<file path="config.mk">
export PLATFORM = sky130hd
export DESIGN_NAME = serial_transmitter
export DESIGN_NICKNAME = d
export VERILOG_FILES = /design/src/rtl/serial_transmitter.sv
export SDC_FILE = /design/constraint.sdc
export NUM_CORES = 1
export LEC_CHECK = 0
export ABC_CLOCK_PERIOD_IN_PS = 1900
export CORE_ASPECT_RATIO = 0.9
export CORE_MARGIN = 2
export CORE_UTILIZATION = 50
export DETAILED_ROUTE_END_ITERATION = 10
export GPL_TIMING_DRIVEN = 0
export MAX_ROUTING_LAYER = met4
export PLACE_DENSITY_LB_ADDON = 0.2
export SLEW_MARGIN = 20
export SYNTH_ARGS = -nofsm -noshare
export SYNTH_HDL_FRONTEND = slang
export SYNTH_SLANG_ARGS = --single-unit
export TNS_END_PERCENT = 50
</file>
<file path="constraint.sdc">
create_clock -name sspclkin -period 1.9 [get_ports sspclkin]
set_input_delay 0.38 -clock sspclkin [delete_from_list [all_inputs] [get_ports sspclkin]]
set_output_delay 0.38 -clock sspclkin [all_outputs]
set_load 0.005 [all_outputs]
</file>
<file path="src/rtl/serial_transmitter.sv">
// Serial frame transmitter: one-cycle frame sync, then DATA_WIDTH bits MSB first.
// Define SSP_TX_CONTINUOUS_EN to chain frames back-to-back without an idle cycle.
module serial_transmitter #(
   parameter int DATA_WIDTH = 8
) (
   input  logic                  sspclkin,
   input  logic                  rst_i,
   input  logic [DATA_WIDTH-1:0] ssptxdata,
   input  logic                  tx_valid,
   output logic                  tx_ack,
   output logic                  sspfssout,
   output logic                  ssptxd,
   output logic                  sspoe_b,
   output logic                  tx_busy
);

   // state  | meaning
   // IDLE   | waiting for tx_valid; pad disabled
   // FRAME  | word captured, frame sync cycle
   // SHIFT  | driving data bits, MSB first
   localparam logic [1:0] ST_IDLE  = 2'd0;
   localparam logic [1:0] ST_FRAME = 2'd1;
   localparam logic [1:0] ST_SHIFT = 2'd2;

   localparam int CNT_W = (DATA_WIDTH > 1) ? $clog2(DATA_WIDTH) : 1;
   localparam logic [CNT_W-1:0] CNT_LAST = CNT_W'(DATA_WIDTH - 1);
`ifdef SSP_TX_CONTINUOUS_EN
   localparam logic [CNT_W-1:0] CNT_PEN  = CNT_W'(DATA_WIDTH - 2);
`endif

   logic [1:0]            state_q, state_d;
   logic [DATA_WIDTH-1:0] sh_q, sh_d;
   logic [CNT_W-1:0]      cnt_q, cnt_d;
   logic                  tx_ack_q, tx_ack_d;
   logic                  fss_q, fss_d;
   logic                  txd_q, txd_d;
   logic                  oe_b_q, oe_b_d;
   logic                  busy_q, busy_d;

   always_comb begin
      state_d  = state_q;
      sh_d     = sh_q;
      cnt_d    = cnt_q;
      tx_ack_d = 1'b0;
      fss_d    = 1'b0;
      txd_d    = txd_q;
      oe_b_d   = oe_b_q;
      case (state_q)
         ST_IDLE: begin
            txd_d  = 1'b0;
            oe_b_d = 1'b1;
            if (tx_valid) begin
               sh_d     = ssptxdata;
               tx_ack_d = 1'b1;
               fss_d    = 1'b1;
               state_d  = ST_FRAME;
            end
         end
         ST_FRAME: begin
            txd_d   = sh_q[DATA_WIDTH-1];
            sh_d    = {sh_q[DATA_WIDTH-2:0], 1'b0};
            oe_b_d  = 1'b0;
            cnt_d   = '0;
            state_d = ST_SHIFT;
         end
         ST_SHIFT: begin
            if (cnt_q == CNT_LAST) begin
               txd_d   = 1'b0;
               oe_b_d  = 1'b1;
               cnt_d   = '0;
               state_d = ST_IDLE;
            end else begin
               txd_d  = sh_q[DATA_WIDTH-1];
               sh_d   = {sh_q[DATA_WIDTH-2:0], 1'b0};
               oe_b_d = 1'b0;
               cnt_d  = cnt_q + CNT_W'(1);
`ifdef SSP_TX_CONTINUOUS_EN
               // bit[0] goes out on this edge; chain the next word straight in
               if (cnt_q == CNT_PEN && tx_valid) begin
                  sh_d     = ssptxdata;
                  tx_ack_d = 1'b1;
                  fss_d    = 1'b1;
                  state_d  = ST_FRAME;
               end
`endif
            end
         end
         default: begin
            txd_d   = 1'b0;
            oe_b_d  = 1'b1;
            state_d = ST_IDLE;
         end
      endcase
      busy_d = (state_d != ST_IDLE);
   end

   always_ff @(posedge sspclkin or posedge rst_i) begin
      if (rst_i) begin
         state_q  <= ST_IDLE;
         sh_q     <= '0;
         cnt_q    <= '0;
         tx_ack_q <= 1'b0;
         fss_q    <= 1'b0;
         txd_q    <= 1'b0;
         oe_b_q   <= 1'b1;
         busy_q   <= 1'b0;
      end else begin
         state_q  <= state_d;
         sh_q     <= sh_d;
         cnt_q    <= cnt_d;
         tx_ack_q <= tx_ack_d;
         fss_q    <= fss_d;
         txd_q    <= txd_d;
         oe_b_q   <= oe_b_d;
         busy_q   <= busy_d;
      end
   end

   assign tx_ack    = tx_ack_q;
   assign sspfssout = fss_q;
   assign ssptxd    = txd_q;
   assign sspoe_b   = oe_b_q;
   assign tx_busy   = busy_q;

endmodule
</file>
==> results.ini <==
[sta]
slew_headroom = 0.569
drv_slew = 0
fmax_mhz = 560
finalHoldViolations = 0
setup_viol = 0
tightest_slew_ns = 0.645
rsz0062_at_grt = false
fin_setup_tns_ns = 0
period_needed_ns = 1.79
period_share = 0.940
fin_skew_ns = 0.00498

[grt]
grt_pass1_wl_um = 2590
grt_max_degree = 18
grt_overflow = 0
track_usage = 0.167
grt_pass1_vias = 581
antenna_found_initial = 0

[setup_path]
cp_max_fo = 10
crit_family = multiplexers
reg2reg_depth = 6
start_kind = register
crit_path_top_delay_cell = dfrtp_1
crit_buf_inv = 3
worstPathRequired_ns = 2.07
path_class = reg2reg
crit_chain = inv_1 > ha_1 > buf_2 > buf_6 > mux2_2 > mux2_4
max_stage_delay_ns = 0.41
cp_num_cells = 6
end_kind = register
worstPathArrival_ns = 1.96

[layout]
diodes = 0
design_area_um2 = 1100
nFillCells = 136
area_growth_pct = 23.2
fin_cells = 115
nets = 109
drive_gt1_frac = 0.264

[routing]
drt_iter0_drc = 6
ant_nets = 0
drc_errors = 0
wl_per_cell_um = 12.9
routed_via_density = 5.00
wl_um = 1480
drt_first_pass_iters = 4
num_vias = 575

[yosys]
syn-cell-area_um2 = 891
synth.top_cell.area_share = 0.449
synthCells = 72
synth_compound_area_frac = 0.0421
synth_seq_cells = 17
muxShareOfSynthArea = 0.236
ys_seq_area_frac = 0.479
yosysTopAreaCell = dfrtp_1
synth_warnings = 0
avgSynthCellArea_um2 = 12.4
synth_cell_type_count = 20
synthSimpleGateAreaFrac = 0.0899
synth_top_family_by_area = multiplexers
syn_nets = 89
synth_area_leaders = dfrtp_1 45%, mux2_4 13%, mux2_2 10%
synthXorXnorAreaFrac = 0
yosys.area_share.adder = 0.0843

[pwr]
total_leakage_power_nw = 0.523
power_mw = 1.74
power_density_nw_per_um2 = 1590
vdd_drop_max_mv = 0.886

[clocking]
cts_tree = yes
postCtsSetupRepairBufs = 0
clockBufferDepth = 2
htree_levels = 1
cts-resized-gates = 0
clock_latency_ns = 0.28
numCtsBuffers = 3
cts.clk_slew.worst_paths_ns = 0.10
clockRootBuffer = clkbuf_4
clock_sinks = 17
cts_hold_buffers = 0

[floorplanning]
core_area_um2 = 1680
start_util = 0.530
dieArea_um2 = 2140
die_h_um = 44.0
fp-row-count = 14
pin_count = 16
die_w_um = 48.5

[placed_design]
gp_congestion = 0.805
portBuffers = 15
dpl_cell_area_um2 = 1070
dp.cells = 111
hpwl_um = 1140

[flow_run]
cap_violations = 0

[worst_hold_path]
hp-class = in2async

[status]
status = finished clean

## final timing paths
path                                      startpoint                    to  slack (ns)
worst max-delay path            state_q[0]$_DFF_PP0_   sh_q[3]$_DFFE_PP0P_        0.11
worst max register to register  state_q[0]$_DFF_PP0_   sh_q[3]$_DFFE_PP0P_        0.11
worst min register to register   sh_q[2]$_DFFE_PP0P_   sh_q[2]$_DFFE_PP0P_        0.52
worst min-delay path                           rst_i   sh_q[6]$_DFFE_PP0P_        0.48
min in group sspclkin            sh_q[2]$_DFFE_PP0P_   sh_q[2]$_DFFE_PP0P_        0.52
max in group asynchronous                      rst_i  cnt_q[1]$_DFFE_PP0N_        1.00
## kinds of logic after synthesis
logic type | Yosys count
compound gates | 5
mux | 16
buf+inv | 11
flops | 17
fa+ha+maj | 6
simple gates | 17
## cell usage in the layout, fill, tap and decap left out, types with 3 or more instances in the layout
master / count
clkdlybuf4s50_1: 15
nor2_1: 6
clkbuf_4: 3
mux2_4: 8
mux2_2: 8
ha_1: 6
nand2_1: 3
dfrtp_1: 16
inv_1: 7
## where the power goes
part           leakage (nW)  total [mW]  internal (mW)  switching [mW]
Combinational         0.296       0.946          0.588           0.358
Sequential            0.211       0.610          0.522          0.0873
Clock                0.0150       0.183         0.0812           0.102
Total                 0.523        1.74           1.19           0.548
## cell type report
class	instances	area (um^2)	share of cell area
Buffer	4	35.0	0.0319
Tap cell	24	30.0	0.0274
Multi-Input combinational cell	44	403	0.367
Clock buffer	4	26.3	0.0239
Sequential cell	17	427	0.389
Inverter	7	26.3	0.0239
Timing Repair Buffer	15	150	0.137
## registers in the layout, summed over array words and instances, names as in the netlist
name / count
cnt_q: 3
sh_q: 8
sspfssout: 1
sspoe_b: 1
ssptxd: 1
state_q: 2
tx_busy: 1
## routing by layer
metal  up-vias  part of all wire  GRT usage
met5         -                 0          -
met4         0             0.012     0.0686
met3         2             0.032     0.0372
met2        10              0.50      0.281
met1       282              0.46      0.200
li1        281                 -          -
## stage by stage
step / worst slack [ns] / utilization / hold WS, ns
finish: 0.114 / 0.653 / 0.479
global route: 0.0316 / 0.653 / 0.535
CTS: 0.112 / 0.653 / 0.504
detailed placement: 0.116 / 0.637 / 0.495
global placement: 0.129 / 0.637 / 0.486
floorplan: 0.235 / - / 0.305
## synthesized netlist by cell type
master    instances
buf_2             1
nand3_1           2
mux2_2            8
mux2_4            8
ha_1              6
nor2b_1           2
nor3_1            1
o21ai_0           2
dfstp_2           1
buf_6             2
buf_4             1
inv_1             7
and2_1            1
nand2b_1          2
o31ai_1           1
a311o_1           1
dfrtp_1          16
o311a_1           1
nand2_1           3
nor2_1            6
Note: power is estimated with default switching activity, not from simulation.
